==> config.mk <==
export PLATFORM = sky130hd
export DESIGN_NAME = alu_pipe
export DESIGN_NICKNAME = d
export VERILOG_FILES = /design/src/rtl/alu_pkg.sv /design/src/rtl/alu_core.sv /design/src/rtl/alu_pipe.sv
export SDC_FILE = /design/constraint.sdc
export NUM_CORES = 1
export LEC_CHECK = 0
export ABC_AREA = 1
export BUFFER_PORTS_ARGS = -buffer_cell sky130_fd_sc_hd__buf_4
export CAP_MARGIN = 40
export CELL_PAD_IN_SITES_DETAIL_PLACEMENT = 0
export CELL_PAD_IN_SITES_GLOBAL_PLACEMENT = 1
export CORE_MARGIN = 2
export CORE_UTILIZATION = 42
export CTS_BUF_LIST = sky130_fd_sc_hd__clkbuf_4
export DETAILED_ROUTE_END_ITERATION = 8
export PLACE_DENSITY = 0.87
export SLEW_MARGIN = 25
export SYNTH_ARGS = -nofsm -noshare
export SYNTH_HDL_FRONTEND = slang
export SYNTH_SLANG_ARGS = --single-unit
==> constraint.sdc <==
create_clock -name clk -period 2.5 [get_ports clk]
set_input_delay 0.125 -clock clk [delete_from_list [all_inputs] [get_ports clk]]
set_output_delay 0.125 -clock clk [all_outputs]
set_load 0.02 [all_outputs]
==> src/rtl/alu_pkg.sv <==
// Shared ALU opcode encoding and {Z,V,N} status bit positions for alu_pipe.
package alu_pkg;

    typedef enum logic [1:0] {
        ADD  = 2'b00,
        SUB  = 2'b01,
        AND  = 2'b10,
        NOTB = 2'b11
    } alu_op_e;

    localparam int Z_BIT = 2;
    localparam int V_BIT = 1;
    localparam int N_BIT = 0;

endpackage

==> src/rtl/alu_core.sv <==
// Combinational ALU datapath with {Z,V,N} flag generation.
// Optional signed saturation on ADD/SUB overflow when ALU_PIPE_SAT_EN is defined.
module alu_core
    import alu_pkg::*;
#(
    parameter int WIDTH = 16
) (
    input  logic [WIDTH-1:0] a,
    input  logic [WIDTH-1:0] b,
    input  alu_op_e          op,
    output logic [WIDTH-1:0] res,
    output logic [2:0]       flg
);

    logic [WIDTH-1:0] raw;
    logic             ovf;

    always_comb begin
        raw = '0;
        ovf = 1'b0;
        unique case (op)
            ADD: begin
                raw = a + b;
                ovf = (a[WIDTH-1] == b[WIDTH-1]) && (raw[WIDTH-1] != a[WIDTH-1]);
            end
            SUB: begin
                raw = a - b;
                ovf = (a[WIDTH-1] != b[WIDTH-1]) && (raw[WIDTH-1] != a[WIDTH-1]);
            end
            AND:  raw = a & b;
            NOTB: raw = ~b;
            default: ;
        endcase
    end

`ifdef ALU_PIPE_SAT_EN
    // Overflow always lands on the side of Ain's sign, so clamp toward it.
    logic [WIDTH-1:0] sat_val;
    assign sat_val = a[WIDTH-1] ? {1'b1, {(WIDTH-1){1'b0}}} : {1'b0, {(WIDTH-1){1'b1}}};
    assign res     = ovf ? sat_val : raw;
`else
    assign res = raw;
`endif

    always_comb begin
        flg        = '0;
        flg[Z_BIT] = (res == '0);
        flg[V_BIT] = ovf;
        flg[N_BIT] = res[WIDTH-1];
    end

endmodule

==> src/rtl/alu_pipe.sv <==
// Two-stage valid/ready ALU pipeline with retire-time status register.
// Build option: ALU_PIPE_SAT_EN enables signed saturation in alu_core.
module alu_pipe
    import alu_pkg::*;
#(
    parameter int WIDTH = 16
) (
    input  logic             clk,
    input  logic             reset,
    input  logic             in_valid,
    output logic             in_ready,
    input  logic [WIDTH-1:0] Ain,
    input  logic [WIDTH-1:0] Bin,
    input  logic [1:0]       ALUop,
    input  logic             loads,
    output logic             out_valid,
    input  logic             out_ready,
    output logic [WIDTH-1:0] out,
    output logic [2:0]       flags,
    output logic [2:0]       status
);

    typedef struct packed {
        logic [WIDTH-1:0] a;
        logic [WIDTH-1:0] b;
        alu_op_e          op;
        logic             loads;
    } s1_req_t;

    s1_req_t          s1;
    logic             s1_valid;
    logic             s2_loads;
    logic             s2_adv;
    logic             s1_adv;
    logic [WIDTH-1:0] core_res;
    logic [2:0]       core_flg;

    // Each stage moves when its successor is empty or draining this cycle,
    // which also lets a new op fill an S1 bubble behind a stalled S2.
    assign s2_adv   = !out_valid || out_ready;
    assign s1_adv   = !s1_valid || s2_adv;
    assign in_ready = s1_adv;

    alu_core #(.WIDTH(WIDTH)) u_core (
        .a   (s1.a),
        .b   (s1.b),
        .op  (s1.op),
        .res (core_res),
        .flg (core_flg)
    );

    always_ff @(posedge clk) begin
        if (reset) begin
            s1        <= '0;
            s1_valid  <= 1'b0;
            out_valid <= 1'b0;
            out       <= '0;
            flags     <= '0;
            s2_loads  <= 1'b0;
            status    <= '0;
        end else begin
            if (s1_adv) begin
                s1_valid <= in_valid;
                if (in_valid) begin
                    s1.a     <= Ain;
                    s1.b     <= Bin;
                    s1.op    <= alu_op_e'(ALUop);
                    s1.loads <= loads;
                end
            end
            if (s2_adv) begin
                out_valid <= s1_valid;
                if (s1_valid) begin
                    out      <= core_res;
                    flags    <= core_flg;
                    s2_loads <= s1.loads;
                end
            end
            if (out_valid && out_ready && s2_loads)
                status <= flags;
        end
    end

endmodule
==> impl_summary.md <==
Critical path
The cell family contributing the most delay on the critical path is simple AND/OR/NAND/NOR gates. The number of buffers and inverters on the critical path is 2. The end of the worst register-to-register path is flags[2]$_SDFFE_PP0P_. The critical path runs through a total of 16 cells. The capture point of the critical path is flags[2]$_SDFFE_PP0P_.

The setup check on the worst reg-to-reg path leaves a slack of 160 ps. Measured in cells, the most critical reg-to-reg path has a length of 16. Walking the worst path, the cells encountered are inv_1 > ha_1 > buf_4 > nor2_2 > nand2_1 > nor2_1 > nand2_1 > nand3_1 > nand2_1 > nand3_1 > nand3b_1 > nor2_1 > nand3_1 > nor2_1 > nor2_1 > nor2_1. STA puts the critical path data required time at 2870 ps. The most frequent cell on the critical path is nor2_1. Tracing the worst setup path back leads to its startpoint at s1[10]$_SDFFE_PP0P_. The master of the slowest instance on the critical path is ha_1. The startpoint identified for the worst register-to-register timing path is s1[10]$_SDFFE_PP0P_. The worst setup path is of the reg2reg kind. Data on the critical path arrives at its endpoint at 2700 ps.

The startpoint type of the worst setup path is a flop. In this run the worst path has a maximum fanout of 6. The worst setup path is captured at a flop. The delay of the slowest cell on the worst path is 380 ps.

Drt
The routed wire length per instance is 15.4 um. The number of remaining DRC errors is 0. The number of DRC markers in iteration 0 is 251. The number of iterations in the first detailed-routing pass is 5. The average vias per placed instance is 5.19. The total number of vias is 5160. Summed over all layers, the routed wires come to 15.3 mm. The count of nets left with antenna violations once routing finished came out at 0.

Synthesis
The async set or reset register ratio after synthesis is 0. The area share of the largest cell type after synthesis is 0.252. The most instantiated library cell after synthesis is nand2_1. The synthesized design spends more area on one cell type than any other, namely dfxtp_1. The synthesized netlist occupies a cell area of 4690 um^2. In the post-synthesis netlist, the biggest area contributors are dfxtp_1 (25%), nand2_1 (13%), ha_1 (8.5%). The share of the yosys chip area belonging to registers is 0.252.

The synthesized area per cell is 6.19 um^2. In this run, synthesis inferred 0 flip-flops with an integrated enable. For this run, the leading register cell type out of synthesis is dfxtp_1. The post-synth net total is 830. Yosys printed 0 warnings. Synthesis inferred 59 register bits. The synthesized instance count is 757.

The count of unique library cells instantiated by Yosys is 35. In the synthesized netlist, the cells that appear most often are nand2_1 (167), inv_1 (95), nor2_1 (94), nand3_1 (70), o21ai_0 (62).

Global routing
After global routing, the most crowded layer is met2. Global routing finished with a remaining overflow of 0. The first global-routing pass estimated 24.3 mm of wire. The pin count of the biggest net entering global routing is 50.

The routing usage on met2 is 0.427. The number of global-route vias before repair is 4886. The fraction of met1 tracks used by global routing is 0.368. For this run, global-route usage on met3 was measured as 0.0456. The initial antenna violation count is 0.

Across every metal layer, demand over resource in global routing totals 0.265.

Timing
The headroom to the max-slew limit is 0.596. Adding up every negative setup slack in the final design gives 0 ps. In the finished design, the share of the clock period the worst path needs comes to 0.935. The slew at the pin closest to its max-slew limit is 603 ps. The count of final max-slew check failures is 0. The worst setup skew after layout is 16.6 ps. The worst path in the final design needs a cycle of 2340 ps, including I/O delays and setup. The final count of hold timing violations is 0. The setup slack after layout is 164 ps. Setup violations remaining at the end of the flow were counted as 0. The peak clock frequency supported by timing is 428 MHz.

Power and ir drop
The leakage component of the power is 0.00293 uW. The completed layout was analyzed and its total power is 3160 uW. The power per standard cell area is 539 nW/um^2.

The worst-case IR drop observed on VDD is 377 uV.

Run
The tool flagged a number of max-cap violations equal to 0.

Clock tree
The master cell of the clock root buffer is clkbuf_4. The number of sinks handled by clock tree synthesis is 59. In this run, CTS created clock tree buffers numbering 9.

The H-tree was split into 3 levels. The CTS tree is built. The clock network latency to the later pin of the worst-skew pair is 420 ps. The clock passes through at most 2 buffers.

The CTS clock-pin slew for the worst setup and hold paths is 110 ps.

Place
The number of input and output port buffers inserted is 62. The wire-length estimate of the detail-placed layout is 11.6 mm. The congestion estimate from routability-driven global placement came to 0.889. The worst slack after detailed placement is 67.3 ps. The number of placed instances, taps included, is 942.

Die
From left edge to right edge, the die measures 110 um. The initialized floorplan defines 38 standard-cell rows. 63 I/O pins were placed.

The initial utilization of the core area, before any placement, comes to 0.432. The core area is 10800 um^2. The die covers 12000 um^2. The die boundary height is 110 um.

Outcome
The flow ran to the end, and the final reports show no timing, DRC or antenna violations.

Final layout
The area overhead of the layout relative to synthesis is 25.3%. The repair_antennas step left the layout with diodes totalling 0. The number of filler instances in the final layout is 1085. In the final layout, the share of cells above drive strength 1 is 0.210. For this run, the post-layout net count is 922.

The final non-filler cell total is 994.

Worst hold path
The min-delay analysis places its worst path in the category in2reg.
[metrics by stage]
step                      hold slack (ps)  instance area [um^2]  utilization
after global placement                376                  5250        0.484
after floorplan                       292                  4690            -
after CTS                            19.8                  5770        0.532
after global routing                 48.5                  5870        0.541
final                                34.7                  5870        0.541
after detailed placement              383                  5250        0.484
[where the power goes]
group          internal [uW]  switching [uW]
clock network            504             407
registers               1010            62.1
logic                    452             728
[cell type report]
class,instances,area [um^2],area share
Clock buffer,9,67.6,0.0115
Clock inverter,7,115,0.0196
Inverter,116,438,0.0746
Multi-Input combinational cell,549,2950,0.502
Sequential cell,59,1180,0.202
Tap cell,140,175,0.0298
Timing Repair Buffer,114,941,0.160
[metal layers]
metal	vias up	wire length (um)	part of all wire
met5	-	0	0
met4	0	160	0.010
met3	15	918	0.060
met2	150	7050	0.46
met1	2401	7140	0.47
li1	2594	-	-
[flip-flops by register name, indices dropped and copies added (netlist names)]
signal,count
s1,35
out,15
flags,3
status,3
out_valid,1
s1_valid,1
s2_loads,1
[placed cells by master (no fill, tap or decap), types with 19 or more instances in the layout]
cell type,Yosys,final
nand2_1,167,166
inv_1,95,94
nor2_1,94,90
buf_4,11,80
nand3_1,70,70
o21ai_0,62,62
dfxtp_1,59,57
a21oi_1,41,40
dlygate4sd3_1,0,34
inv_2,19,20
ha_1,32,19
[cells by family (layout without fill, tap and decap cells)]
kind of cell,Yosys count,after routing,synth area share
xor gates and xnor gates,3,3,0.00561
DFF,59,59,0.252
adders and majority gates,34,34,0.0940
AOI/OAI and AO/OA,125,125,0.146
and+or+nand+nor,387,387,0.366
buffers and inverters,149,246,0.136
[how the worst min path moves through the flow]
| stage | depth (start not counted) | start | endpoint |
|---|---|---|---|
| after floorplan | 2 | loads | s1[0]$_SDFFE_PP0P_ |
| after global placement | 3 | Ain[6] | s1[25]$_SDFFE_PP0P_ |
| after detailed placement | 3 | Ain[6] | s1[25]$_SDFFE_PP0P_ |
| after CTS | 3 | Bin[10] | s1[13]$_SDFFE_PP0P_ |
| after global routing | 3 | Bin[10] | s1[13]$_SDFFE_PP0P_ |
| final | 3 | Bin[10] | s1[13]$_SDFFE_PP0P_ |
[worst register-to-register path: stages (launching register included)]
cell and delay (ps):
dfxtp_2 370, inv_1 80, ha_1 380, buf_4 190, nor2_2 120, nand2_1 110
nor2_1 110, nand2_1 90, nand3_1 90, nand2_1 50, nand3_1 70, nand3b_1 170
nor2_1 150, nand3_1 90, nor2_1 100, nor2_1 50, nor2_1 70
[timing repair]
item | 4_1_cts | 5_1_grt
endpoints found under the hold margin | 36 | 0
setup buffers | 0 | 2
hold buffers | 34 | 0
setup endpoints to repair | 0 | 2
resized for setup | 0 | 27
Note: power is estimated with default switching activity, not from simulation.
